## src/rtl/seg_disp_arb.sv

```systemverilog
// Four-way round-robin arbiter feeding an 8-digit hex 7-segment shift chain.
// Each grant captures one 32-bit word, serialises a 64-bit frame, then holds it for DWELL cycles.
module seg_disp_arb #(
  parameter int unsigned CLKDIV = 2,
  parameter int unsigned DWELL  = 1000000
) (
  input  logic         clk,
  input  logic         rst,
  input  logic [3:0]   req_valid,
  input  logic [127:0] req_data,
  input  logic [31:0]  req_dot,
  output logic [3:0]   req_ready,
  output logic         SEGCLK,
  output logic         SEGCLR,
  output logic         SEGDT,
  output logic         SEGEN,
  output logic         busy,
  output logic [1:0]   cur_src
);

  localparam int unsigned DIV_W   = 8;
  localparam int unsigned DWELL_W = 24;
  localparam int unsigned BIT_W   = 6;

  typedef enum logic [1:0] {
    ST_IDLE  = 2'd0,
    ST_LOAD  = 2'd1,
    ST_SHIFT = 2'd2,
    ST_DWELL = 2'd3
  } state_e;

  state_e               state_q, state_d;
  logic [1:0]           ptr_q, ptr_d;
  logic [1:0]           cur_src_q, cur_src_d;
  logic [3:0]           ready_q, ready_d;
  logic [63:0]          frame_q, frame_d;
  logic [DIV_W-1:0]     div_q, div_d;
  logic [BIT_W-1:0]     bit_q, bit_d;
  logic [DWELL_W-1:0]   dwell_q, dwell_d;
  logic                 first_q, first_d;
  logic                 segclk_q, segclk_d;
  logic                 segdt_q, segdt_d;
  logic                 segen_q, segen_d;
  logic                 segclr_q, segclr_d;
  logic                 busy_q, busy_d;

  logic                 found;
  logic [1:0]           gnt;
  logic [1:0]           idx;

  // Active-low segment pattern {g,f,e,d,c,b,a} for one hex digit.
  function automatic logic [6:0] seg7(input logic [3:0] nib);
    logic [6:0] s;
    case (nib)
      4'h0: s = 7'h40;
      4'h1: s = 7'h79;
      4'h2: s = 7'h24;
      4'h3: s = 7'h30;
      4'h4: s = 7'h19;
      4'h5: s = 7'h12;
      4'h6: s = 7'h02;
      4'h7: s = 7'h78;
      4'h8: s = 7'h00;
      4'h9: s = 7'h10;
      4'hA: s = 7'h08;
      4'hB: s = 7'h03;
      4'hC: s = 7'h46;
      4'hD: s = 7'h21;
      4'hE: s = 7'h06;
      default: s = 7'h0E;
    endcase
    return s;
  endfunction

  function automatic logic [63:0] encode(input logic [31:0] w, input logic [7:0] dm);
    logic [63:0] f;
    f = '0;
    for (int k = 0; k < 8; k++) begin
      f[8*k +: 8] = {~dm[k], seg7(w[4*k +: 4])};
    end
    return f;
  endfunction

  always_ff @(posedge clk or negedge rst) begin
    if (!rst) begin
      state_q   <= ST_IDLE;
      ptr_q     <= '0;
      cur_src_q <= '0;
      ready_q   <= '0;
      frame_q   <= '0;
      div_q     <= '0;
      bit_q     <= '0;
      dwell_q   <= '0;
      first_q   <= 1'b0;
      segclk_q  <= 1'b0;
      segdt_q   <= 1'b0;
      segen_q   <= 1'b0;
      segclr_q  <= 1'b0;
      busy_q    <= 1'b0;
    end else begin
      state_q   <= state_d;
      ptr_q     <= ptr_d;
      cur_src_q <= cur_src_d;
      ready_q   <= ready_d;
      frame_q   <= frame_d;
      div_q     <= div_d;
      bit_q     <= bit_d;
      dwell_q   <= dwell_d;
      first_q   <= first_d;
      segclk_q  <= segclk_d;
      segdt_q   <= segdt_d;
      segen_q   <= segen_d;
      segclr_q  <= segclr_d;
      busy_q    <= busy_d;
    end
  end

  always_comb begin
    state_d   = state_q;
    ptr_d     = ptr_q;
    cur_src_d = cur_src_q;
    ready_d   = '0;
    frame_d   = frame_q;
    div_d     = div_q;
    bit_d     = bit_q;
    dwell_d   = dwell_q;
    first_d   = 1'b0;
    segclk_d  = segclk_q;
    segdt_d   = segdt_q;
    segen_d   = segen_q;
    segclr_d  = 1'b1;
    found     = 1'b0;
    gnt       = ptr_q;
    idx       = '0;

    // Round-robin search starting at ptr.
    for (int k = 0; k < 4; k++) begin
      idx = ptr_q + 2'(k);
      if (!found && req_valid[idx]) begin
        found = 1'b1;
        gnt   = idx;
      end
    end

    case (state_q)
      ST_IDLE: begin
        if (found) begin
          state_d   = ST_LOAD;
          ptr_d     = gnt + 2'd1;
          cur_src_d = gnt;
          ready_d   = 4'b0001 << gnt;
          frame_d   = encode(req_data[{gnt, 5'd0} +: 32], req_dot[{gnt, 3'd0} +: 8]);
        end
      end
      ST_LOAD: begin
        state_d = ST_SHIFT;
        first_d = 1'b1;
      end
      ST_SHIFT: begin
        // First cycle only presents bit 63; each bit then spends CLKDIV low and CLKDIV high.
        if (first_q) begin
          segdt_d  = frame_q[63];
          segclk_d = 1'b0;
          div_d    = '0;
          bit_d    = '0;
        end else if (div_q == DIV_W'(CLKDIV - 1)) begin
          div_d = '0;
          if (!segclk_q) begin
            segclk_d = 1'b1;
          end else begin
            segclk_d = 1'b0;
            if (bit_q == BIT_W'(63)) begin
              state_d = ST_DWELL;
              segen_d = 1'b1;
              dwell_d = '0;
            end else begin
              bit_d   = bit_q + 6'd1;
              frame_d = {frame_q[62:0], 1'b0};
              segdt_d = frame_q[62];
            end
          end
        end else begin
          div_d = div_q + 8'd1;
        end
      end
      ST_DWELL: begin
        if (dwell_q == DWELL_W'(DWELL - 1)) begin
          state_d = ST_IDLE;
        end else begin
          dwell_d = dwell_q + 24'd1;
        end
      end
      default: state_d = ST_IDLE;
    endcase

    busy_d = (state_d != ST_IDLE);
  end

  assign req_ready = ready_q;
  assign SEGCLK    = segclk_q;
  assign SEGCLR    = segclr_q;
  assign SEGDT     = segdt_q;
  assign SEGEN     = segen_q;
  assign busy      = busy_q;
  assign cur_src   = cur_src_q;

endmodule

```

## config.mk

```make
export PLATFORM = sky130hd
export DESIGN_NAME = seg_disp_arb
export DESIGN_NICKNAME = d
export VERILOG_FILES = /design/src/rtl/seg_disp_arb.sv
export SDC_FILE = /design/constraint.sdc
export NUM_CORES = 1
export LEC_CHECK = 0
export ABC_AREA = 0
export CAP_MARGIN = 20
export CORE_AREA = 2 2 149 151
export DETAILED_ROUTE_END_ITERATION = 6
export DIE_AREA = 0 0 151 153
export GPL_TIMING_DRIVEN = 0
export PLACE_DENSITY_LB_ADDON = 0.12
export SYNTH_ARGS = -nofsm -noshare
export SYNTH_HDL_FRONTEND = slang
export SYNTH_SLANG_ARGS = --single-unit
```

## constraint.sdc

```tcl
create_clock -name clk -period 3.7 [get_ports clk]
set_clock_uncertainty 0.05 [all_clocks]
set_input_delay 0.74 -clock clk [delete_from_list [all_inputs] [get_ports clk]]
set_output_delay 0.74 -clock clk [all_outputs]
set_load 0.02 [all_outputs]
```

[Yosys cells after proc, flatten, opt, wreduce, memory -nomap -nowiden]
Memory sizes are Yosys's and may differ from the RTL's.
Index checks and enable logic that the tools add are counted.
Storage, ports and cells
  output and inout port bits: 11
  word-level logic and storage cells: 127
  bits in read-only memories: 896
  memories kept: 8
  flip-flop bits (word level): 118
  input bits: 166
Cells by class
  shift operators: 3
  bitwise logic cells: 9
  reduce and logical (&&, ||, !) cells: 18
  $add $sub $neg: 7
  mux-type cells: 50
  equal/unequal tests: 14
  magnitude comparators: 4
Memories
  (no name shown): depth 16, bits a word 7, rd ports 1, clocked after Yosys merged registers in 0, wr ports 0, RTL line 54  | case (nib)
  (no name shown): depth 16, bits a word 7, rd ports 1, clocked after Yosys merged registers in 0, wr ports 0, RTL line 54
  (no name shown): depth 16, bits a word 7, rd ports 1, clocked after Yosys merged registers in 0, wr ports 0, RTL line 54
  (no name shown): depth 16, bits a word 7, rd ports 1, clocked after Yosys merged registers in 0, wr ports 0, RTL line 54
  (no name shown): depth 16, bits a word 7, rd ports 1, clocked after Yosys merged registers in 0, wr ports 0, RTL line 54
  (no name shown): depth 16, bits a word 7, rd ports 1, clocked after Yosys merged registers in 0, wr ports 0, RTL line 54
  +2 memories
Operators by type and width (count)
  64-bit 2-to-1 mux: 5
  64-bit one-hot mux with 2 select lines: 1
  128-bit by 8-bit indexed part select with 32-bit output: 1
  24-bit 2-to-1 mux: 5
  24-bit one-hot mux with 2 select lines: 1
  32-bit by 6-bit indexed part select with 8-bit output: 1
  24-bit by 1-bit adder with 24-bit output, second input constant: 1
  24-bit by 20-bit equality test with 1-bit output, second input constant: 1
  6-bit 2-to-1 mux: 4
  2-bit 2-to-1 mux: 9
  1-bit 2-to-1 mux: 16
  8-bit 2-to-1 mux: 2
  2-bit inequality test, second input constant: 8
  2-bit by 3-bit < comparator with 1-bit output, second input constant: 4
  6-bit AND reduction: 2
  2-bit nonzero test: 5
  1-bit inverter: 9
  8-bit by 1-bit adder with 8-bit output, second input constant: 1
  1-bit binary-select mux with 2-bit select: 4
  8-bit by 1-bit equality test with 1-bit output, second input constant: 1
  4-bit 2-to-1 mux: 2
  2-bit one-hot mux with 4 select lines: 1
  6-bit by 1-bit adder with 6-bit output, second input constant: 1
  6-bit equality test, second input constant: 1
  11 further kinds: 19

[Depth between registers and ports, before layout]
Gate-level depths: netlist of run 1.
  depth after elaboration: 16
  depth in mapped cells: 15
  gate-level depth less buffers: 12

[Worst setup path before layout of run 1]
No wires, ideal clock.
  path kind: input -> register
  start: input port req_valid[0]
  end: register frame_q[25]
  arrival: 3193 ps
  library setup time: 131 ps
  path buffers: 3
  setup slack: 326 ps
  stages on the path: 12
  data required time: 3519 ps
  cell sequence: nor2b_1 > o41ai_4 > buf_6 > buf_8 > buf_4 > mux4_2 > inv_1 > ha_1 > o21ai_0 > a21oi_1 > a311oi_1 > o21ai_0
Between the ends
  word-level cells in the longest chain between the ends: 16
  elaborated cells on any way between the ends: 27
  classes of those cells: eq/ne: 1; shift: 1; mux: 17; reduce/logical: 7; memory: 1
Ends and longest elaborated chain
  from (decl): RTL line 9  | input logic [3:0] req_valid,
  1-bit binary-select mux with 2-bit select: RTL line 139  | if (!found && req_valid[idx]) begin
  1-bit 2-to-1 mux (implied by the code): RTL line 139
  1-bit 2-to-1 mux: RTL line 139
  1-bit logical NOT: RTL line 139
  1-bit logical AND: RTL line 139
  1-bit 2-to-1 mux: RTL line 139
  1-bit logical NOT: RTL line 139
  1-bit logical AND: RTL line 139
  1-bit 2-to-1 mux: RTL line 139
  1-bit logical NOT: RTL line 139
  1-bit logical AND: RTL line 139
  2-bit 2-to-1 mux *: RTL line 139
  named net gnt[1]: RTL line 48  | logic [1:0] gnt;
  128-bit by 8-bit indexed part select with 32-bit output *: RTL line 152  | frame_d = encode(req_data[{gnt, 5'd0} +: 32], req_dot[{gnt, 3'd0} +: 8]);
  memory 16 x 7 bit *
  64-bit 2-to-1 mux *: RTL line 147  | if (found) begin
  64-bit one-hot mux with 2 select lines *: RTL line 145  | case (state_q)
  to (signal assigned): RTL line 105  | frame_q <= frame_d;
  to (decl): RTL line 36  | logic [63:0] frame_q, frame_d;
The timed path passes the listed nets; every way through them passes the cells marked *. The select of a mux whose other input is x is not followed.
A chain may end at the register's enable or synchronous reset.

[Worst setup path in the final report of run 1]
  start: input port req_valid[0]
  end: register frame_q[32]
Between the ends
  word-level cells in the longest chain between the ends: 16
  elaborated cells on any way between the ends: 27
  classes of those cells: eq/ne: 1; shift: 1; mux: 17; reduce/logical: 7; memory: 1
Ends and longest elaborated chain (RTL line)
  1-bit binary-select mux with 2-bit select: 139
  1-bit 2-to-1 mux (implied by the code): 139
  1-bit 2-to-1 mux: 139
  1-bit logical NOT: 139
  1-bit logical AND: 139
  1-bit 2-to-1 mux: 139
  1-bit logical NOT: 139
  1-bit logical AND: 139
  1-bit 2-to-1 mux: 139
  1-bit logical NOT: 139
  1-bit logical AND: 139
  2-bit 2-to-1 mux: 139
  128-bit by 8-bit indexed part select with 32-bit output: 152
  memory 16 x 7 bit
  64-bit 2-to-1 mux: 147
  64-bit one-hot mux with 2 select lines: 145
Several ways; a longest one is shown, not always the timed one. The select of a mux whose other input is x is not followed.

==> metrics.txt, run 1 <==
outcome complete, no violations; Crit. End Element flip-flop; register area share after synthesis 34.9%; Clock Tree Buf Depth 2; Fillers 2014; min Tclk post-route 3.59 ns; Crit path arrival time 3.85 ns; cell row count 54; max cap viols 0; critical path class input pin to flip-flop; CTS tree built; YS warnings 0; Num CTS Buffers 17; clock latency on the worst-skew pair 0.42 ns; Place WS -1.01 ns; Critical Path Slowest Stage Cell clkdlybuf4s50_1; Worst Path Max Fanout 10; Initial Util 39.4%; Hold WC Path Type input pin to async pin; multiplexer area fraction after synthesis 13.4%; gr ovfl total 0; f_max 0.279 GHz; CTS Sinks 118; top cell type by total area after synthesis dfrtp_1; Clk pin slew, worst setup/hold paths 0.06 ns; WHS 0.224 ns; ANT nets after route 0; CTS Hold Buffers Added 0; core footprint 21500 um^2; Routed WL per cell 18.2 um; share of layout cells above drive strength 1 12.2%; Synth Area in Compound Gates 17.7%; CP max stage delay 0.47 ns; Most Frequent Cell on Critical Path buf_12; CP startpoint kind input pin; Mapped Cells 915; PnR Total Power 4.51 mW; Via-to-Cell Ratio 5.47; Post-Route WL 25800 um; Pwr per Cell Area 395 nW/um^2; width of the die 151 um; Setup Viol. Count Final 0; Port Buf Inserts 176; Fin. Hold Viols 0; IO Count 177; die height 153 um; RSZ-0062 raised after global routing no; most common cell after layout, fill and taps aside clkdlybuf4s50_1; GR Util All Layers 22.6%; placed cells 1372; Initial DRC Count 495; Setup WS post-layout 0.110 ns; CTS Root Cell clkbuf_16; Leak 4.99 nW; Synth top area share 34.9%; #FFs+latches synth 118; slew margin rel. 29.9%; DP HPWL 19000 um; initial antenna violation count 0; H-Tree Depth 4; global-route wire length before repair 40100 um; top area cells in the synthesized netlist dfrtp_1, mux4_2, ha_1, o21ai_0, a21oi_1; area grow syn2layout 34.8%; synth unique cells 64; adder-cell share of the synthesized area 8.88%; Synth Net Count 1141; Synth Flop Type dfrtp_1; worst path required time 3.96 ns; fin crit share 97.0%; Ant. Diodes 0; Synth Area in XOR/XNOR 2.90%; fin cells 1419; simple-gate share of the synthesized area 16.6%; Post-route DRC 0; CP cell instances clkdlybuf4s50_1 > nor2b_1 > o41ai_4 > buf_4 > buf_12 > buf_12 > buf_8 > mux4_2 > ha_1 > or3b_1 > o221ai_2 > a21oi_1 > o21a_1; largest family of logic cells by synthesized area compound AO/OA/AOI/OAI gates; mapped cell area 8460 um^2; vias 7758; number of synthesized flops with an enable pin 0; largest net degree at the start of global routing 67; final setup TNS 0 ns; nets 1352; DIE AREA 23100 um^2; commonest cells after routing, fill and taps aside clkdlybuf4s50_1, dfrtp_1, nand2_1, o21ai_0, nor2_1; vias in the first global route 7550; Worst-Margin Slew 1.05 ns; RD Place Congestion 0.927; Pre-antenna DRT Iters 5; Async SR Flop Fraction 100%; fin. max-slew vios 0; Avg Inst Size Synth 9.24 um^2; worst vdd ir 0.331 mV
per-layer routing:
layer	share of wire [%]	GRT usage (%)	vias to the layer above
met5	0	0	-
met4	1.8	7.03	0
met3	4.8	3.97	27
met2	48	37.0	225
met1	46	30.3	3789
li1	-	-	3717
logic make-up after synthesis:
logic type / after synthesis
AND/OR/NAND/NOR: 295
AO/OA/AOI/OAI: 244
flip-flops: 118
buffers and inverters: 103
multiplexers: 66
adder cells (fa/ha/maj): 60
XOR/XNOR: 28
other: 1
flip-flops by register name (all words and copies together) (netlist names):
register / cells
bit_q: 6
SEGDT: 1
SEGEN: 1
dwell_q: 24
div_q: 8
ptr_q: 2
SEGCLK: 1
SEGCLR: 1
cur_src: 2
state_q: 2
req_ready: 4
first_q: 1
frame_q: 64
busy: 1
critical path: cells and delay by family:
family / cells / cell delay (ns)
buffers and inverters: 5 / 1.19
AOI/OAI and AO/OA: 4 / 0.70
muxes: 1 / 0.36
and+or+nand+nor: 2 / 0.58
adders and majority gates: 1 / 0.26
through the flow:
stage | utilization [%] | cell area [um^2]
after floorplan | - | 8460
after global placement | 49.2 | 10600
after detailed placement | 49.3 | 10600
after CTS | 52.6 | 11300
after global routing | 53.1 | 11400
final | 53.1 | 11400
where the power goes:
part           leakage (nW)  switching, mW  internal (mW)
clock network         0.284          0.610           1.11
registers              1.56         0.0248           1.33
logic                  3.15          0.743          0.683
total                  4.99           1.38           3.13
Yosys cell counts, types with 2 or more instances:
cell type	instances
o311a_1	2
nand3_1	29
nand4_1	5
mux2i_1	20
buf_4	8
nor2b_1	10
buf_2	9
and2_1	12
and3_1	12
inv_1	44
clkbuf_1	33
a31oi_1	7
nand2_1	91
o31ai_1	5
mux2_2	8
xnor2_1	4
o22ai_1	6
xor2_1	24
nor3_1	20
a311oi_1	2
nor2_1	78
a211oi_1	3
a21boi_0	2
o211ai_1	8
nand2b_1	9
or2_2	2
o221a_2	3
a221oi_1	21
mux4_2	37
and4_1	2
a21oi_1	71
inv_2	3
nor4_1	5
ha_1	60
dfrtp_1	118
o21ai_0	78
o221ai_1	7
o21ai_1	20
buf_6	4
or3_1	7
or2_1	3
worst paths after layout:
kind / start / endpoint / slack [ns] / cells past startpoint
worst max-delay path: req_valid[0] / frame_q[32] / 0.11 / 13
worst min-delay path: rst / dwell_q[14] / 0.22 / 1
worst max register to register: ptr_q[1] / frame_q[32] / 0.55 / 13
worst min register to register: SEGEN / SEGEN / 0.42 / 1
max in group asynchronous: rst / dwell_q[5] / 2.66 / 2
min in group clk: SEGEN / SEGEN / 0.42 / 1
timing repair:
item,4_1_cts,5_1_grt
gates resized for setup,10,11
hold endpoints to repair,0,0
setup buffers,8,7
pin swaps,1,2
setup endpoints to repair,59,17
final cells by class:
type	instances	area, um^2	area share (%)
Timing Repair Buffer	192	1900	16.7
Sequential cell	118	2950	25.9
Inverter	47	176	1.55
Clock inverter	11	149	1.31
Multi-Input combinational cell	694	5060	44.4
Buffer	56	342	3.00
Tap cell	280	350	3.07
Clock buffer	21	470	4.13
Note: power is estimated with default switching activity, not from simulation.
==> run 2: changes to the inputs <==
--- a/config.mk
+++ b/config.mk
@@ -5,11 +5,11 @@
 export SDC_FILE = /design/constraint.sdc
 export NUM_CORES = 1
 export LEC_CHECK = 0
-export ABC_AREA = 0
+export ABC_AREA = 1
 export CAP_MARGIN = 20
-export CORE_AREA = 2 2 149 151
+export CORE_AREA = 2 2 161 163
 export DETAILED_ROUTE_END_ITERATION = 6
-export DIE_AREA = 0 0 151 153
+export DIE_AREA = 0 0 163 165
 export GPL_TIMING_DRIVEN = 0
 export PLACE_DENSITY_LB_ADDON = 0.12
 export SYNTH_ARGS = -nofsm -noshare
==> run 2 against run 1 <==
Clock-buffer cell count down 3; wire length is 30% higher; first-iteration DRC count increased by 44%; power decreased by 7.4%; synthesized cell count up 71%; synthesized area is 18% higher; final cell count increased by 48%; non-clock buffer count fell by 12; via count increased by 38%; die area increased by 16%; global-route usage rose by 3.3 points; critical path type unchanged; largest cell class unchanged; largest power group unchanged.
==> metrics.txt, run 2 <==
core footprint 25000 um^2 (+17%); top area cells in the synthesized netlist dfrtp_1, nand2_1, nand3_1, ha_1, nor2_1; share of layout cells above drive strength 1 8.13% (-4.1 points); DIE AREA 26900 um^2 (+16%); Hold WC Path Type input pin to async pin; cell row count 58 (+7.4%); Pwr per Cell Area 325 nW/um^2 (-18%); #FFs+latches synth 118 (unchanged); clock latency on the worst-skew pair 0.42 ns (about the same); Async SR Flop Fraction 100% (unchanged); CTS Root Cell clkbuf_16; outcome complete, no violations; Worst Path Max Fanout 10 (unchanged); Ant. Diodes 0 (unchanged); area grow syn2layout 29.0%; slew margin rel. 39.0% (+9.1 points); biggest regs frame_q: 64 flops, dwell_q: 24 flops, div_q: 8 flops; Initial DRC Count 714 (+44%); initial antenna violation count 0 (unchanged); fin cells 2102 (+48%); Synth Flop Type dfrtp_1; fin. max-slew vios 0 (unchanged); fin crit share 91.9% (-5.1 points); RSZ-0062 raised after global routing no; DP HPWL 26100 um (+37%); RD Place Congestion 0.939 (+1.4%); ANT nets after route 0 (unchanged); CTS Sinks 118 (unchanged); Avg Inst Size Synth 6.37 um^2 (-31%); Crit. End Element flip-flop; top-count cell post-synth nand2_1; Num CTS Buffers 17 (unchanged); placed cells 2071 (+51%); Port Buf Inserts 176 (unchanged); Initial Util 39.8% (+0.41 points); mapped cell area 9960 um^2 (+18%); min Tclk post-route 3.40 ns (-0.190 ns); cts repair resizes 0 (-10); IO Count 177 (unchanged); Clock Tree Buf Depth 2 (unchanged); most common cell after layout, fill and taps aside nand2_1; number of synthesized flops with an enable pin 0 (unchanged); largest net degree at the start of global routing 88 (+31%); vias 10700 (+38%); max cap viols 0 (unchanged); register area share after synthesis 29.6% (-5.3 points); Fin. Hold Viols 0 (unchanged); global-route wire length before repair 54000 um (+35%); Crit path arrival time 3.66 ns (-0.19 ns); nets 1985 (+47%); Leak 6.26 nW (+25%); Via-to-Cell Ratio 5.08 (-7.1%); worst path required time 3.96 ns (about the same); Clk pin slew, worst setup/hold paths 0.06 ns (about the same); Mapped Cells 1564 (+71%); CP startpoint kind input pin; Place WS -0.356 ns (+0.651 ns); WHS 0.137 ns (-0.0873 ns); H-Tree Depth 4 (unchanged); Post-route DRC 0 (unchanged); Setup WS post-layout 0.300 ns (+0.190 ns); CTS Hold Buffers Added 0 (unchanged); Synth top area share 29.6% (-5.3 points); commonest cells in the netlist nand2_1, nand3_1, nor2_1, dfrtp_1, inv_1; gr ovfl total 0 (unchanged); width of the die 163 um (+7.9%); max reg flops 64 (unchanged); PnR Total Power 4.17 mW (-7.4%); YS warnings 0 (unchanged); Biggest register frame_q; vias in the first global route 10200 (+35%); Post-Route WL 33600 um (+30%); Pre-antenna DRT Iters 5 (unchanged); commonest cells after routing, fill and taps aside nand2_1, clkdlybuf4s50_1, nand3_1, nor2_1, dfrtp_1; f_max 0.294 GHz (+5.6%); synth unique cells 43 (-33%); # Post-CTS Setup Buffers 0 (-8); GR Util All Layers 25.9% (+3.3 points); die height 165 um (+7.8%); Worst-Margin Slew 0.915 ns (-0.133 ns); Synth Net Count 1790 (+57%); critical path class input pin to flip-flop; CTS tree built; top cell type by total area after synthesis dfrtp_1; worst vdd ir 0.208 mV (-37%); Routed WL per cell 16.0 um (-12%); Setup Viol. Count Final 0 (unchanged)
==> run 2: cell types whose count changed after synthesis, sizes merged, moves of 13 or more <==
| cell | delta |
|---|---|
| a21oi | -31 |
| a221oi | -20 |
| inv | +81 |
| mux2i | -20 |
| mux4 | -37 |
| nand2 | +567 |
| nand3 | +147 |
| nand4 | +22 |
| nor2 | +69 |
| o21ai | -43 |
| xor2 | -13 |
==> run 2: kinds of logic after synthesis <==
logic type	after synthesis	synth area share, %
compound gates	132	7.46
xor+xnor	12	1.06
fa+ha+maj	60	7.54
buf+inv	189	8.63
flops	118	29.6
other cells	1	0.0377
simple gates	1052	45.6
==> run 2: path summary, 6_finish.rpt <==
path / from / end / slack [ns] / cells after the start
setup / recovery: req_valid[3] / frame_q[24] / 0.30 / 22
hold / removal: rst / ptr_q[1] / 0.14 / 1
setup reg to reg: ptr_q[1] / frame_q[24] / 0.43 / 21
hold reg to reg: SEGEN / SEGEN / 0.41 / 1
max in group asynchronous: rst / frame_q[39] / 2.71 / 2
min in group clk: SEGEN / SEGEN / 0.41 / 1
==> run 2: layout make-up <==
| cell class | count | area, um^2 |
|---|---|---|
| Buffer | 59 | 367 |
| Clock buffer | 18 | 439 |
| Clock inverter | 14 | 223 |
| Fill cell | 2529 | 12200 |
| Inverter | 129 | 490 |
| Multi-Input combinational cell | 1257 | 6170 |
| Sequential cell | 118 | 2950 |
| Tap cell | 330 | 413 |
| Timing Repair Buffer | 177 | 1790 |
==> run 2: per-stage QoR <==
stage	area (um^2)	utilization [%]	TNS, ns
4_1_cts	12800	51.2	0
2_1_floorplan	9960	-	0
3_3_place_gp	12100	48.5	-363.71
6_report	12800	51.3	0
3_5_place_dp	12200	48.6	-8.25
5_1_grt	12800	51.3	0
==> run 2: metal layers <==
metal  track usage (%)  vias to the layer above  routed length, um
li1                  -                     5376                  -
met1              33.9                     4981              15200
met2              45.1                      274              16300
met3              2.94                       43               1490
met4              7.12                        0                678
met5                 0                        -                  0
==> run 2: critical path, stage by stage <==
cell             delay (ns)
clkdlybuf4s50_1        0.51
inv_1                  0.07
nand2_1                0.06
nand2_1                0.05
nand2_1                0.06
nand2_1                0.10
nand3_1                0.13
nand2_1                0.06
nand2_1                0.07
nand3_2                0.19
nand2_4                0.23
clkbuf_4               0.28
nand3_1                0.12
nand2_2                0.21
inv_1                  0.12
ha_1                   0.23
inv_1                  0.05
nand2_1                0.05
nand3_1                0.09
nand3_1                0.09
nand2_1                0.10
nand2_1                0.05
==> run 2: report_power, final <==
part	leakage [nW]	switching [mW]	internal, mW	total [mW]
Sequential	1.47	0.000106	1.29	1.29
Clock	0.317	0.640	1.22	1.86
Combinational	4.48	0.619	0.404	1.02
Total	6.26	1.26	2.91	4.17
